**config.mk**
```make
export PLATFORM = sky130hd
export DESIGN_NAME = reset_sequencer
export DESIGN_NICKNAME = d
export VERILOG_FILES = /design/src/rtl/reset_sequencer.sv
export SDC_FILE = /design/constraint.sdc
export NUM_CORES = 1
export LEC_CHECK = 0
export CAP_MARGIN = 10
export CORE_MARGIN = 2
export CORE_UTILIZATION = 44
export DETAILED_ROUTE_END_ITERATION = 8
export PLACE_DENSITY = 0.64
export SLEW_MARGIN = 30
export SYNTH_ARGS = -nofsm -noshare
export SYNTH_HDL_FRONTEND = slang
export SYNTH_SLANG_ARGS = --single-unit
```
**constraint.sdc**
```tcl
create_clock -name clk -period 2.69 [get_ports clk]
set_input_delay 0.4035 -clock clk [delete_from_list [all_inputs] [get_ports clk]]
set_output_delay 0.4035 -clock clk [all_outputs]
set_load 0.05 [all_outputs]
```
**src/rtl/reset_sequencer.sv**
```systemverilog
// Staged reset sequencer: holds memory, core and peripheral resets low, then releases them in order.
// Optional cause register and rst_cause_o port are built when RESET_CAUSE_EN is defined.
module reset_sequencer #(
    parameter int unsigned HOLD_CYCLES = 8,
    parameter int unsigned STAGE_DELAY = 4
) (
    input  logic       clk,
    input  logic       rst_n,
    input  logic       sw_rst_req_i,
    input  logic       wdt_rst_i,
    output logic [2:0] stage_rst_n_o,
    output logic       seq_done_o,
    output logic       sw_rst_ack_o
`ifdef RESET_CAUSE_EN
    ,
    output logic [1:0] rst_cause_o
`endif
);

    localparam int unsigned MAX_CYCLES = (HOLD_CYCLES > STAGE_DELAY) ? HOLD_CYCLES : STAGE_DELAY;
    localparam int unsigned CNT_W      = $clog2(MAX_CYCLES) + 1;

    localparam logic [CNT_W-1:0] HOLD_LAST  = CNT_W'(HOLD_CYCLES - 1);
    localparam logic [CNT_W-1:0] STAGE_LAST = CNT_W'(STAGE_DELAY - 1);
    localparam logic [CNT_W-1:0] CNT_ZERO   = '0;

    localparam logic [2:0] STAGES_NONE = 3'b000;
    localparam logic [2:0] STAGES_MEM  = 3'b001;
    localparam logic [2:0] STAGES_CORE = 3'b011;
    localparam logic [2:0] STAGES_ALL  = 3'b111;

`ifdef RESET_CAUSE_EN
    localparam logic [1:0] CAUSE_POR = 2'b00;
    localparam logic [1:0] CAUSE_SW  = 2'b01;
    localparam logic [1:0] CAUSE_WDT = 2'b10;
`endif

    typedef enum logic [1:0] {
        S_HOLD,
        S_REL0,
        S_REL1,
        S_RUN
    } state_e;

    state_e           state_q, state_d;
    logic [CNT_W-1:0] cnt_q,   cnt_d;
    logic [2:0]       stage_q, stage_d;
    logic             done_q,  done_d;
    logic             ack_q,   ack_d;
`ifdef RESET_CAUSE_EN
    logic [1:0]       cause_q, cause_d;
`endif

    always_comb begin
        // NOTE: every _d gets a default first so no path through this block infers a latch.
        state_d = state_q;
        cnt_d   = cnt_q + 1'b1;
        stage_d = stage_q;
        done_d  = done_q;
        ack_d   = 1'b0;
`ifdef RESET_CAUSE_EN
        cause_d = cause_q;
`endif

        unique case (state_q)
            S_HOLD: begin
                if (wdt_rst_i) begin
                    cnt_d   = CNT_ZERO;
                    stage_d = STAGES_NONE;
`ifdef RESET_CAUSE_EN
                    cause_d = CAUSE_WDT;
`endif
                end else if (cnt_q == HOLD_LAST) begin
                    state_d = S_REL0;
                    stage_d = STAGES_MEM;
                    cnt_d   = CNT_ZERO;
                end
            end

            S_REL0: begin
                if (wdt_rst_i) begin
                    state_d = S_HOLD;
                    cnt_d   = CNT_ZERO;
                    stage_d = STAGES_NONE;
`ifdef RESET_CAUSE_EN
                    cause_d = CAUSE_WDT;
`endif
                end else if (cnt_q == STAGE_LAST) begin
                    state_d = S_REL1;
                    stage_d = STAGES_CORE;
                    cnt_d   = CNT_ZERO;
                end
            end

            S_REL1: begin
                if (wdt_rst_i) begin
                    state_d = S_HOLD;
                    cnt_d   = CNT_ZERO;
                    stage_d = STAGES_NONE;
`ifdef RESET_CAUSE_EN
                    cause_d = CAUSE_WDT;
`endif
                end else if (cnt_q == STAGE_LAST) begin
                    state_d = S_RUN;
                    stage_d = STAGES_ALL;
                    done_d  = 1'b1;
                    cnt_d   = CNT_ZERO;
                end
            end

            S_RUN: begin
                // The counter parks in RUN so it needs no clear when a request arrives.
                cnt_d = cnt_q;
                if (wdt_rst_i || sw_rst_req_i) begin
                    state_d = S_HOLD;
                    cnt_d   = CNT_ZERO;
                    stage_d = STAGES_NONE;
                    done_d  = 1'b0;
                    ack_d   = sw_rst_req_i;
`ifdef RESET_CAUSE_EN
                    cause_d = wdt_rst_i ? CAUSE_WDT : CAUSE_SW;
`endif
                end
            end

            default: begin
                state_d = S_HOLD;
                cnt_d   = CNT_ZERO;
                stage_d = STAGES_NONE;
                done_d  = 1'b0;
            end
        endcase
    end

    // NOTE: state uses non-blocking assignments so every flop samples pre-edge values.
    always_ff @(posedge clk or negedge rst_n) begin
        if (!rst_n) begin
            state_q <= S_HOLD;
            cnt_q   <= CNT_ZERO;
            stage_q <= STAGES_NONE;
            done_q  <= 1'b0;
            ack_q   <= 1'b0;
`ifdef RESET_CAUSE_EN
            cause_q <= CAUSE_POR;
`endif
        end else begin
            state_q <= state_d;
            cnt_q   <= cnt_d;
            stage_q <= stage_d;
            done_q  <= done_d;
            ack_q   <= ack_d;
`ifdef RESET_CAUSE_EN
            cause_q <= cause_d;
`endif
        end
    end

    assign stage_rst_n_o = stage_q;
    assign seq_done_o    = done_q;
    assign sw_rst_ack_o  = ack_q;
`ifdef RESET_CAUSE_EN
    assign rst_cause_o   = cause_q;
`endif

endmodule

```
==> results of run 1 <==
-- per-layer routing --
layer  global-route usage (%)  part of all wire [%]  vias up
met5                        0                     0        -
met2                     26.8                    43       25
met1                     25.2                    49      272
met4                     10.9                   1.9        0
met3                     3.27                   6.5        4
li1                         -                     -      280
-- state kept, by name, summed over array words and instances (netlist names) --
name / flops
cnt_q: 4
stage_rst_n_o: 3
seq_done_o: 1
sw_rst_ack_o: 1
state_q: 2
-- area by class of cell --
class / count / area, um2 / area share, %
multi-input combinational: 53 / 387 / 47.5
sequential: 11 / 275 / 33.8
timing repair buffer: 8 / 80.1 / 9.83
clock buffer: 4 / 26.3 / 3.23
inverter: 7 / 26.3 / 3.23
tap: 16 / 20.0 / 2.46
-- cells by family (layout without fill, tap and decap cells) --
group,Yosys count,after routing,synth area share (%)
compound gates,25,25,26.2
fa+ha+maj,5,5,8.83
simple gates,22,22,18.2
buf+inv,10,19,6.54
flops,11,11,38.9
mux,1,1,1.41
-- per-stage QoR --
stage / cells / hold WS (ps) / utilization, %
after detailed placement: 95 / 483 / 52.3
after global routing: 99 / 539 / 54.1
final: 99 / 465 / 54.1
after global placement: 95 / 486 / 52.3
after CTS: 99 / 491 / 54.1
after floorplan: 74 / 108 / -
-- worst max path at each step --
| stage | from | end | slack (ps) | cells past startpoint |
|---|---|---|---|---|
| after CTS | seq_done_o | seq_done_o | 830 | 1 |
| after global placement | wdt_rst_i | state_q[0] | 660 | 5 |
| after floorplan | cnt_q[0] | seq_done_o | 1210 | 6 |
| final | seq_done_o | seq_done_o | 840 | 1 |
| after global routing | stage_rst_n_o[1] | stage_rst_n_o[1] | 780 | 1 |
| after detailed placement | wdt_rst_i | state_q[0] | 660 | 5 |
-- cells in the final DEF, fill, tap and decap left out, types with 2 or more instances in the layout --
master           count
ha_1                 5
nor2_1               6
a21oi_1              4
inv_1                7
a22o_1               2
or3b_1               2
o21ai_1              3
nand2_1              6
clkdlybuf4s50_1      8
dfrtp_1             11
o21ai_2              2
clkbuf_4             3
o21ai_0              5
-- power breakdown --
group | switching [mW] | internal (mW)
registers | 0.0326 | 0.202
clock network | 0.0559 | 0.0574
logic | 0.175 | 0.115
total | 0.264 | 0.375
==> results.toml, run 1 <==
[timing]
rsz0062_at_grt = "no"
relSlewSlack_pct = 62.6
layout_setup_ws_ps = 845
hold_viol = 0
fin_crit_sh_pct = 68.6
fmax_mhz = 542
skew_ps = 3.92
slew_violations = 0
period_needed_ps = 1850
finalSetupViolations = 0
tns_ps = 0
max_slew.worst_pin.slew_ps = 558

[place]
port_buffers = 8
dp_slack_ps = 658
place.gp.congestion = 0.867
place_area_um2 = 788
post-dp-hpwl_mm = 1.02

[power_and_ir_drop]
total_power_mw = 0.638
p_per_area_nw_per_um2 = 784
irDropWorstVdd_mv = 0.472
p_leak_nw = 0.359

[synth]
synth_cell_types = 32
netlist_top_cells_area = "dfrtp_1 39%, ha_1 8.8%, inv_1 3.7%"
synth_top_area_share_pct = 38.9
yosysSeqAreaShare_pct = 38.9
synth.largest_area_cell = "dfrtp_1"
yosysMostFrequentCell = "dfrtp_1"
synth-warning-count = 0
synth_edf_count = 0
synth_commonest_cells = "11 x dfrtp_1, 7 x inv_1, 6 x nand2_1, 6 x nor2_1"
post_synth_inst_count = 74
syn_nets = 83
ys_dominant_reg_cell = "dfrtp_1"
syn_avg_cell_area_um2 = 9.57
synth-seq-cells = 11
netlist_area_um2 = 708
synthArstFlopShare_pct = 100

[die]
rows = 14
core-area_um2 = 1510
initial_core_util_pct = 47.0
pin_count = 9
die_y_um = 44.1
dieArea_um2 = 1950
die_w_um = 44.1

[layout]
final_area_um2 = 815
drive_above_1_share_pct = 10.8
antenna_cells = 0
nets = 93
area_growth_pct = 15.0
nFillCells = 146

[drt]
ant_nets = 0
wl_per_cell_um = 14.4
vias = 581
drt_iter0_markers = 23
drt_wl_total_mm = 1.43
first_pass_iters = 4
via_per_inst = 5.87
drc_errors = 0

[clock_tree]
cts_tree = "yes"
numCtsBuffers = 3
clk_pin_slew_ps = 70
ctsResizeCount = 0
cts-hold-fix-buffers = 0
cts_root_buf = "clkbuf_4"
postCtsSetupBuffers = 0
htree_num_levels = 1
clock_path_buffers = 2
cts.sinks = 11
clk-insertion-delay-late_ps = 270

[worst_setup_path]
path_class = "flop to output port"
path_cells = "clkdlybuf4s50_1"
rr_worst_depth = 4
crit_path_top_delay_cell = "clkdlybuf4s50_1"
max_stage_delay_ps = 810
regToRegStartpoint = "cnt_q[0]"
reg2reg_to = "cnt_q[0]"
cp_max_fo = 3
cp.required_ps = 2290
start_kind = "flop"
cp_top_family = "buffers and inverters"
arrival_ps = 1440
rrSetupSlack_ps = 1010
cp-end-kind = "output port"
crit_buf_inv = 1

[job]
maxCapViolCount = 0

[global_routing]
grt_pass1_wl_mm = 2.59
grt_max_degree = 12
grt_overflow = 0
grtUsageTotal_pct = 18.3
antenna_found_initial = 0
grt_pass1_vias = 580

[outcome]
status = "complete, no violations"

[min_path]
hp-class = "input pin to async pin"
Power figures use the tool's default switching activity.
==> inputs of run 2 (changes only) <==
==> constraint.sdc (replaced) <==
create_clock -name clk -period 1.75 [get_ports clk]
set_input_delay 0.2625 -clock clk [delete_from_list [all_inputs] [get_ports clk]]
set_output_delay 0.2625 -clock clk [all_outputs]
set_load 0.05 [all_outputs]
==> run 2 against run 1 <==
  * Cell count rose by 4.0%
  * Final area rose by 2.8%
  * Die area did not move
  * Clock power rose by 58%
  * Critical endpoint is now sw_rst_ack_o
  * Via count fell by 1.7%
  * Clock-buffer cell count did not move
  * Critical path depth did not move
  * First-iteration DRC count fell by 78%
  * Total power rose by 54%
  * Utilization rose by 1.5 points
==> results.toml, run 2 (same netlist as run 1, synthesis figures left out) <==
[outcome]
status = "complete, no violations"

[layout]
multiInputGateArea_um2 = 389
top_register = "cnt_q"
nets = 97
stdcell_count = 103
drive_above_1_share_pct = 20.7
regArea_um2 = 275
final_common_cell = "dfrtp_1"
layout_common_cells = "11 x dfrtp_1, 8 x buf_4, 7 x inv_1, 6 x nor2_1, 6 x nand2_1"
antenna_cells = 0
largest_reg_flops = 4
nFillCells = 143
area_growth_pct = 18.2

[global_routing]
grt_pass1_wl_mm = 2.30
grt_pass1_vias = 546
antenna_found_initial = 0
grt_overflow = 0
grtUsageTotal_pct = 16.9
grt_max_degree = 12

[die]
die_w_um = 44.1
dieArea_um2 = 1950
die_y_um = 44.1
pin_count = 9
rows = 14
core-area_um2 = 1510
initial_core_util_pct = 47.0

[worst_setup_path]
path_cells = "clkdlybuf4s50_1"
arrival_ps = 1380
cp.required_ps = 1490
start_kind = "flop"
crit_path_top_delay_cell = "clkdlybuf4s50_1"
path_class = "flop to output port"
max_stage_delay_ps = 790
crit_buf_inv = 1
cp-end-kind = "output port"
cp_top_family = "buffers and inverters"
cp_max_fo = 1

[power_and_ir_drop]
p_per_area_nw_per_um2 = 1170
p_leak_nw = 0.387
irDropWorstVdd_mv = 0.699
total_power_mw = 0.982

[timing]
hold_viol = 0
max_slew.worst_pin.slew_ps = 504
fmax_mhz = 607
period_needed_ps = 1650
skew_ps = 0.654
fin_crit_sh_pct = 94.1
rsz0062_at_grt = "no"
relSlewSlack_pct = 66.3
slew_violations = 0
tns_ps = 0
finalSetupViolations = 0

[clock_tree]
postCtsSetupBuffers = 0
clock_path_buffers = 2
clk_pin_slew_ps = 70
cts-hold-fix-buffers = 0
numCtsBuffers = 3
htree_num_levels = 1
clk-insertion-delay-late_ps = 270
cts_tree = "yes"
ctsResizeCount = 0
cts.sinks = 11
cts_root_buf = "clkbuf_4"

[job]
maxCapViolCount = 0

[place]
port_buffers = 8
dp.cells = 99
place.gp.congestion = 0.800
post-dp-hpwl_mm = 1.02

[drt]
drc_errors = 0
wl_per_cell_um = 13.3
drt_iter0_markers = 5
first_pass_iters = 3
vias = 571
via_per_inst = 5.54
drt_wl_total_mm = 1.37
ant_nets = 0

[min_path]
hp-class = "input pin to async pin"
## run 2: path summary, 6_finish.rpt
check	endpoint	slack (ps)	cells past startpoint	from
min	seq_done_o	320	1	rst_n
max in group asynchronous	stage_rst_n_o[1]	1090	1	rst_n
max reg2reg	cnt_q[0]	140	5	cnt_q[0]
min reg2reg	stage_rst_n_o[0]	500	1	stage_rst_n_o[0]
max	sw_rst_ack_o	100	1	sw_rst_ack_o
min in group clk	stage_rst_n_o[0]	500	1	stage_rst_n_o[0]
## run 2: per-layer routing
| metal | share of wire [%] | up-vias | GRT usage, % |
|---|---|---|---|
| li1 | - | 291 | - |
| met1 | 51 | 267 | 21.6 |
| met2 | 43 | 11 | 25.3 |
| met3 | 4.7 | 2 | 5.31 |
| met4 | 1.8 | 0 | 9.09 |
| met5 | 0 | - | 0 |
## run 2: cell type report
cell class | instances | area share, %
Tap cell | 16 | 2.39
Timing Repair Buffer | 12 | 12.0
Sequential cell | 11 | 32.9
Inverter | 7 | 3.14
Multi-Input combinational cell | 53 | 46.5
Clock buffer | 4 | 3.14
## run 2: per-stage QoR
step | cell area [um2] | setup WS, ps | hold WS, ps | util (%)
after floorplan | 708 | 267 | -33.1 | -
after global placement | 808 | 45.7 | 482 | 53.7
after detailed placement | 808 | 37.9 | 487 | 53.7
after CTS | 835 | 81.5 | 338 | 55.4
after global routing | 837 | 26.5 | 365 | 55.6
final | 837 | 103 | 323 | 55.6
## run 2: report_power, final
part           leakage, nW  switching [mW]  internal, mW
Combinational        0.228           0.265         0.179
Sequential           0.144          0.0485         0.311
Clock               0.0150          0.0908        0.0884
Total                0.387           0.404         0.578
==> inputs of run 3 (changes only) <==
--- a/config.mk
+++ b/config.mk
@@ -8,6 +8,7 @@
 export CAP_MARGIN = 10
 export CORE_MARGIN = 2
 export CORE_UTILIZATION = 44
+export CTS_BUF_LIST = sky130_fd_sc_hd__clkbuf_16
 export DETAILED_ROUTE_END_ITERATION = 8
 export PLACE_DENSITY = 0.64
 export SLEW_MARGIN = 30
==> run 3 against run 2 <==
  * Setup slack better by 32 ps
  * Sequential share of layout area fell by 1.9 points
  * Wire length grew 6.2%
  * Via count increased by 2.6%
  * Combinational power up 2%
  * Final area up 6.3%
  * Non-clock buffer count unchanged
  * Critical endpoint is now state_q[0]
  * Highest routed layer unchanged
==> results.toml, run 3 (same netlist as run 1, synthesis figures left out) <==
[timing]
finalSetupViolations = 0
max_slew.worst_pin.slew_ps = 510
tns_ps = 0
skew_ps = 2.83
period_needed_ps = 1620
fmax_mhz = 619
rsz0062_at_grt = "no"
slew_violations = 0
hold_ws_ps = 369
hold_viol = 0
fin_crit_sh_pct = 92.3
relSlewSlack_pct = 65.9

[die]
die_w_um = 44.1
core-area_um2 = 1510
pin_count = 9
die_y_um = 44.1
initial_core_util_pct = 47.0
dieArea_um2 = 1950
rows = 14

[layout]
area_growth_pct = 25.6
nets = 97
final_common_cell = "dfrtp_1"
antenna_cells = 0
layout_common_cells = "11 x dfrtp_1, 8 x inv_1, 8 x buf_4, 6 x nor2_1, 6 x nand2_1"
top_register = "cnt_q"
drive_above_1_share_pct = 20.7
fin_util_pct = 59.1
largest_reg_flops = 4
stdcell_count = 103

[worst_setup_path]
arrival_ps = 1730
crit_buf_inv = 1
start_kind = "flop"
cp-end-kind = "flop"
cp_top_family = "compound AO/OA/AOI/OAI gates"
reg2reg_to = "state_q[0]"
max_stage_delay_ps = 390
rr_worst_depth = 5
path_class = "flop to flop"
crit_path_top_delay_cell = "dfrtp_1"
rrSetupSlack_ps = 130
path_cells = "inv_1, ha_1, o21bai_1, o21ai_2, o32a_1"
cp_max_fo = 5
path_depth = 5
regToRegStartpoint = "state_q[0]"
cp.required_ps = 1870

[drt]
first_pass_iters = 2
wl_per_cell_um = 14.1
ant_nets = 0
drt_iter0_markers = 7
drc_errors = 0
vias = 586
via_per_inst = 5.69
drt_wl_total_mm = 1.45

[clock_tree]
clk-insertion-delay-late_ps = 240
cts_tree = "yes"
cts_root_buf = "clkbuf_16"
htree_num_levels = 1
postCtsSetupBuffers = 0
cts-hold-fix-buffers = 0
clk_pin_slew_ps = 40
numCtsBuffers = 3
ctsResizeCount = 0
clock_path_buffers = 2
cts.sinks = 11

[global_routing]
grt_max_degree = 12
grt_overflow = 0
grt_pass1_wl_mm = 2.43
antenna_found_initial = 0
grt_pass1_vias = 564
grtUsageTotal_pct = 17.6

[outcome]
status = "complete, no violations"

[power_and_ir_drop]
p_per_area_nw_per_um2 = 1380
p_leak_nw = 0.414
irDropWorstVdd_mv = 0.697
total_power_mw = 1.22

[place]
port_buffers = 8
dp.cells = 99
place.gp.congestion = 0.800
post-dp-hpwl_mm = 1.02

[min_path]
hp-class = "input pin to async pin"

[job]
maxCapViolCount = 0
## run 3: how the worst max path moves through the flow
| stage | from | slack, ps | to |
|---|---|---|---|
| floorplan | cnt_q[0] | 270 | seq_done_o |
| global placement | wdt_rst_i | 50 | state_q[0] |
| detailed placement | wdt_rst_i | 40 | state_q[0] |
| CTS | cnt_q[0] | 90 | cnt_q[0] |
| global route | cnt_q[0] | 20 | cnt_q[0] |
| finish | state_q[0] | 130 | state_q[0] |
## run 3: power by group
group | internal, mW | total [mW] | switching [mW]
logic | 0.179 | 0.451 | 0.272
clock network | 0.300 | 0.412 | 0.112
registers | 0.312 | 0.362 | 0.0496
total | 0.791 | 1.22 | 0.433
## run 3: metal layers
layer / GRT usage (%) / part of all wire [%] / vias to the layer above
met5: 0 / 0 / -
met4: 5.45 / 0.55 / 0
met3: 5.31 / 5.0 / 2
met2: 28.5 / 45 / 14
met1: 22.7 / 49 / 278
li1: - / - / 292
## run 3: area by class of cell
type,count,area (um2)
clock inverters,1,3.75
inverters,7,26.3
clock buffers,3,75.1
well taps,16,20.0
fillers,132,617
repair buffers,12,100
multi-input cells,53,389
flip-flops and latches,11,275
## run 3: metrics by stage
step	setup WS, ps	cell area [um2]
floorplan	267	708
global placement	45.7	808
detailed placement	37.9	808
CTS	88.9	887
global route	17.1	890
finish	135	890
==> RTL edit 1, RTL diff (settings of run 3) <==
Set the parameter `HOLD_CYCLES` to 4 (it was 8).
--- a/src/rtl/reset_sequencer.sv
+++ b/src/rtl/reset_sequencer.sv
@@ -1,7 +1,7 @@
 // Staged reset sequencer: holds memory, core and peripheral resets low, then releases them in order.
 // Optional cause register and rst_cause_o port are built when RESET_CAUSE_EN is defined.
 module reset_sequencer #(
-    parameter int unsigned HOLD_CYCLES = 8,
+    parameter int unsigned HOLD_CYCLES = 4,
     parameter int unsigned STAGE_DELAY = 4
 ) (
     input  logic       clk,
Formal check against the unedited RTL: not equivalent (Yosys sat finds a counterexample within 10 cycles, from zero or initial values and one cycle with rst_n low).
==> RTL edit 1 against run 3 <==
Combinational power down 83%; total power down 40%; synthesized area down 28%; global-route usage up 1.0 points; non-clock buffer count down 3; cell count down 29%; sequential cell count down 1; routed wire length down 33%; setup slack worse by 0.032 ns; register-to-register slack better by 0.26 ns; cell area down 27%; clock skew up 0.0014 ns; count of clock-buffer cells in the layout unchanged; maximum frequency down 1.9%; critical path type is now flip-flop to output pin.
==> RTL edit 1: results (changes against run 3) <==
| Metric | Value |
|---|---|
| Max Root-Sink Buffers | 2 (unchanged) |
| Async set-reset flop share out of synthesis | 100% (unchanged) |
| Worst path max stage delay | 0.81 ns (+0.42 ns) |
| Total number of vias | 371 (-37%) |
| CP max-delay cell | clkdlybuf4s50_1 |
| Final clock skew | 0.00423 ns (+0.00140 ns) |
| Initial DRC Count | 10 (+3) |
| Final Net Count | 65 (-33%) |
| Initial antenna violation count | 0 (unchanged) |
| CP max FO | 2 (-3) |
| CTS resizes | 0 (unchanged) |
| CTS clk-pin slew, worst paths | 0.04 ns (about the same) |
| # diodes | 0 (unchanged) |
| Top post-synthesis cells by area | dfrtp_1 (49%), a2111oi_2 (8.8%), nor2_1 (5.2%), buf_6 (4.4%), inv_1 (3.7%) |
| Post-CTS setup buffers | 0 (unchanged) |
| Reg2reg setup slack | 0.39 ns (+0.26 ns) |
| TritonCTS Buffers | 3 (unchanged) |
| Register bit total from synthesis | 10 (-1) |
| Final Wtd Congestion | 0.792 (-0.93%) |
| Worst Hold Class | input pin to async pin |
| Port bufs | 8 (unchanged) |
| Leakage power | 0.281 nW (-32%) |
| Area after DPL | 574 um2 (-29%) |
| H-tree levels | 1 (unchanged) |
| Status | completed |
| Ys Warns | 0 (unchanged) |
| Most used standard cell by instance count after synthesis | dfrtp_1 |
| Clk Latency, worst-skew pair | 0.24 ns (about the same) |
| Seq/Total Area, Yosys | 49.1% (+10 points) |
| Post-synthesis cell type count | 19 (-41%) |
| Critical Path AT | 1.38 ns (-0.35 ns) |
| Pin count of the biggest net entering global routing | 11 (-1) |
| GRT Overall Usage | 18.7% (+1.0 points) |
| Clock Tree Root | clkbuf_16 |
| Place WS | 0.334 ns (+0.296 ns) |
| Post-synthesis net count | 55 (-34%) |
| R2R cell count | 4 (-1) |
| Vias in the first global route | 390 (-31%) |
| Maximum VDD drop | 712 uV (+2.0%) |
| First-pass GRT wire length | 1.73 mm (-29%) |
| Crit path max-delay family | buffers and inverters |
| Layout cell share with drive strength beyond 1 | 20.3% (-0.35 points) |
| R2R Path End | stage_rst_n_o[1]$_DFFE_PN0P_ |
| 1st-pass router iterations | 4 (+2) |
| Reg2reg start | cnt_q[0]$_DFFE_PN0N_ |
| Top cells by instance count after synthesis | dfrtp_1 (10), nor2_1 (7), inv_1 (5) |
| Aggregate routed wire length | 977 um (-33%) |
| Slew HR | 66.8% (+0.84 points) |
RTL edit 1: cell types whose count changed in the layout (fill, tap and decap cells not counted), moves of 2 or more:
cell | run 3 | this run
ha_1 | 5 | 1
nand2_1 | 6 | 4
a2111oi_2 | 0 | 3
a22o_1 | 2 | 0
nand4_1 | 0 | 2
buf_4 | 8 | 4
o21ai_0 | 5 | 3
inv_1 | 8 | 5
o21ai_1 | 3 | 0
o21ai_2 | 2 | 0
RTL edit 1: routing by layer:
layer  routed length [um]  vias up  part of all wire (%)  GRT usage [%]
met3                   27        2                   2.8           1.74
li1                     -      190                     -              -
met2                  497        7                    51           29.2
met4                   11        0                   1.1           16.1
met1                  440      172                    45           22.7
met5                    0        -                     0              0
RTL edit 1: cell families after synthesis:
logic type	Yosys count	synth area share, %
AO/OA/AOI/OAI	13	20.9
flip-flops	10	49.1
buffers and inverters	9	10.1
AND/OR/NAND/NOR	16	15.5
adder cells (fa/ha/maj)	1	2.46
multiplexers	1	1.97
RTL edit 1: worst register-to-register path: cells and delay by family (launching register included):
kind	cells	cell delay, ns
compound gates	1	0.33
flops	1	0.36
fa+ha+maj	1	0.19
simple gates	2	0.36
RTL edit 1: how the worst max path moves through the flow:
stage / start / to / slack (ns)
floorplan: cnt_q[0]$_DFFE_PN0N_ / stage_rst_n_o[2]$_DFFE_PN0P_ / 0.41
global placement: seq_done_o$_DFFE_PN0P_ / seq_done_o / 0.37
detailed placement: wdt_rst_i / state_q[0]$_DFFE_PN0P_ / 0.33
CTS: seq_done_o$_DFFE_PN0P_ / seq_done_o / 0.1
global route: seq_done_o$_DFFE_PN0P_ / seq_done_o / 0.07
finish: seq_done_o$_DFFE_PN0P_ / seq_done_o / 0.10
RTL edit 1: per-stage QoR:
stage | hold slack [ns] | cells
after floorplan | -0.0331 | 50
after global placement | 0.498 | 69
after detailed placement | 0.530 | 69
after CTS | 0.354 | 73
after global routing | 0.386 | 73
final | 0.344 | 73
RTL edit 1: area by class of cell:
cell class	instances	area, um2
well taps	14	17.5
clock inverters	1	3.75
clock buffers	3	75.1
inverters	5	18.8
repair buffers	9	80.1
fillers	89	443
flip-flops and latches	10	250
multi-input cells	31	208
RTL edit 1: power breakdown:
group	total [mW]	switching, mW	internal, mW
clock network	0.401	0.102	0.299
registers	0.257	0.0126	0.244
logic	0.0751	0.0463	0.0288
==> RTL edit 2, RTL diff (config.mk and constraints of run 3) <==
Without the edit above. The 4 states of `state_e` get a one-hot encoding in 4 bits.
--- a/src/rtl/reset_sequencer.sv
+++ b/src/rtl/reset_sequencer.sv
@@ -35,11 +35,11 @@
     localparam logic [1:0] CAUSE_WDT = 2'b10;
 `endif
 
-    typedef enum logic [1:0] {
-        S_HOLD,
-        S_REL0,
-        S_REL1,
-        S_RUN
+    typedef enum logic [3:0] {
+        S_HOLD = 4'b0001,
+        S_REL0 = 4'b0010,
+        S_REL1 = 4'b0100,
+        S_RUN  = 4'b1000
     } state_e;
 
     state_e           state_q, state_d;
Formal check against the unedited RTL: same outputs for any inputs over 10 cycles, from zero or initial values and one cycle with rst_n low; not proved beyond that.
==> RTL edit 2 against run 3 <==
The run now ends with negative setup slack left; sequential cell count increased by 2; die area grew 0.95%; routed wire length rose by 17%; largest power group unchanged; synthesized area up 1.1%; cell area is 18% higher; critical endpoint is now stage_rst_n_o[0]$_DFFE_PN0P_; synthesized cell count shrank 9.5%; setup slack lost 0.26 ns; combinational power increased by 9.3%; sequential share of layout area up 0.055 points; critical path type unchanged; total power is 7.9% higher.
==> RTL edit 2: results (changes against run 3) <==
| Metric | Value |
|---|---|
| Failing checks | negative setup slack |
| Syn Inst Count | 67 (-9.5%) |
| Place WS | -0.151 ns (-0.189 ns) |
| Sequential Power Share | 30.2% (+0.6 points) |
| # setup viols final | 7 (+7) |
| Maximum VDD drop | 922 uV (+32%) |
| Total number of vias | 623 (+6.3%) |
| Critical Path AT | 2.00 ns (+0.27 ns) |
| Top cells by instance count after synthesis | dfrtp_1 (12), nor2_1 (4) |
| Post-synthesis net count | 72 (-13%) |
| Final Wtd Congestion | 0.816 (+2.0%) |
| Final WS setup | -0.122 ns (-0.257 ns) |
| Ys Warns | 0 (unchanged) |
| Final clock skew | 0.00405 ns (+0.00122 ns) |
| CP max FO | 4 (-1) |
| Vias in the first global route | 605 (+7.3%) |
| Met1 WL | 704 um (-1.5%) |
| Post-Synth XOR/XNOR Area | 4.90% (+4.9 points) |
| Fill cells | 111 (-16%) |
| Initial DRC Count | 9 (+2) |
| Met2 WL post-DR | 838 um (+29%) |
| Cell count after placement | 106 (+7.1%) |
| Worst path max stage delay | 0.54 ns (+0.15 ns) |
| Adder-cell area share of the yosys netlist | 1.75% (-7.1 points) |
| Post-synthesis cell type count | 33 (+3.1%) |
| CTS resizes | 2 (+2) |
| 1st-pass router iterations | 4 (+2) |
| Seq/Total Area, Yosys | 45.6% (+6.8 points) |
| Layout cell share with drive strength beyond 1 | 38.9% (+18 points) |
| GR Util met2 | 31.8% (+3.2 points) |
| Leakage power | 0.481 nW (+16%) |
| Core Area | 1520 um2 (+1.2%) |
| Status | finished, violations left |
| R2R cell count | 4 (-1) |
| Met1 Usage GRT | 23.8% (+1.2 points) |
| First-pass GRT wire length | 2.72 mm (+12%) |
| Mux contribution to synthesized area | 6.47% (+5.1 points) |
| Crit path from | state_q[0]$_DFFE_PN1P_ |
| Aggregate routed wire length | 1.70 mm (+17%) |
| Top post-synthesis cells by area | dfrtp_1 (42%), dfstp_2 (3.7%), buf_6 (3.1%), o211ai_4 (3.0%), mux2i_1 (2.8%) |
| Crit path max-delay family | simple AND/OR/NAND/NOR gates |
| CP max-delay cell | dfstp_2 |
| Final Net Count | 101 (+4.1%) |
| Post-DR wirelength/cell | 15.3 um (+8.7%) |
| Slew HR | 60.8% (-5.1 points) |
| Internal power | 913 uW (+15%) |
| Detailed Place HPWL | 1.15 mm (+13%) |
| Post-CTS setup buffers | 1 (+1) |
| GRT Overall Usage | 20.0% (+2.3 points) |
| Met3 Wirelength | 108 um (+48%) |
| Met3 Resource Use GR | 6.12% (+0.82 points) |
| Seq pwr | 399 uW (+10%) |
-- RTL edit 2: cell count changes in the layout (fill, tap and decap cells not counted), sizes merged, moves of 3 or more --
cell           delta
clkdlybuf4s50     +3
ha                -4
nand2             -3
o21ai             -5
inv               -4
buf              +12
-- RTL edit 2: stage by stage --
stage                     setup TNS (ns)  hold slack, ns  instance area (um2)  utilization, %
after floorplan                   -0.463         -0.0331                  716               -
after global placement            -0.470           0.480                  921            60.4
after detailed placement          -0.845           0.490                  921            60.4
after CTS                         -0.364           0.417                 1020            66.7
after global routing              -0.658           0.449                 1050            69.1
final                             -0.458           0.392                 1050            69.1
-- RTL edit 2: area by class of cell --
type                    instances  area (um2)  area share, %
clock inverters                 1        3.75          0.356
repair buffers                 27         224           21.3
well taps                      16        20.0           1.90
clock buffers                   3        75.1           7.13
flip-flops and latches         13         327           31.0
multi-input cells              48         393           37.3
inverters                       3        11.3           1.07
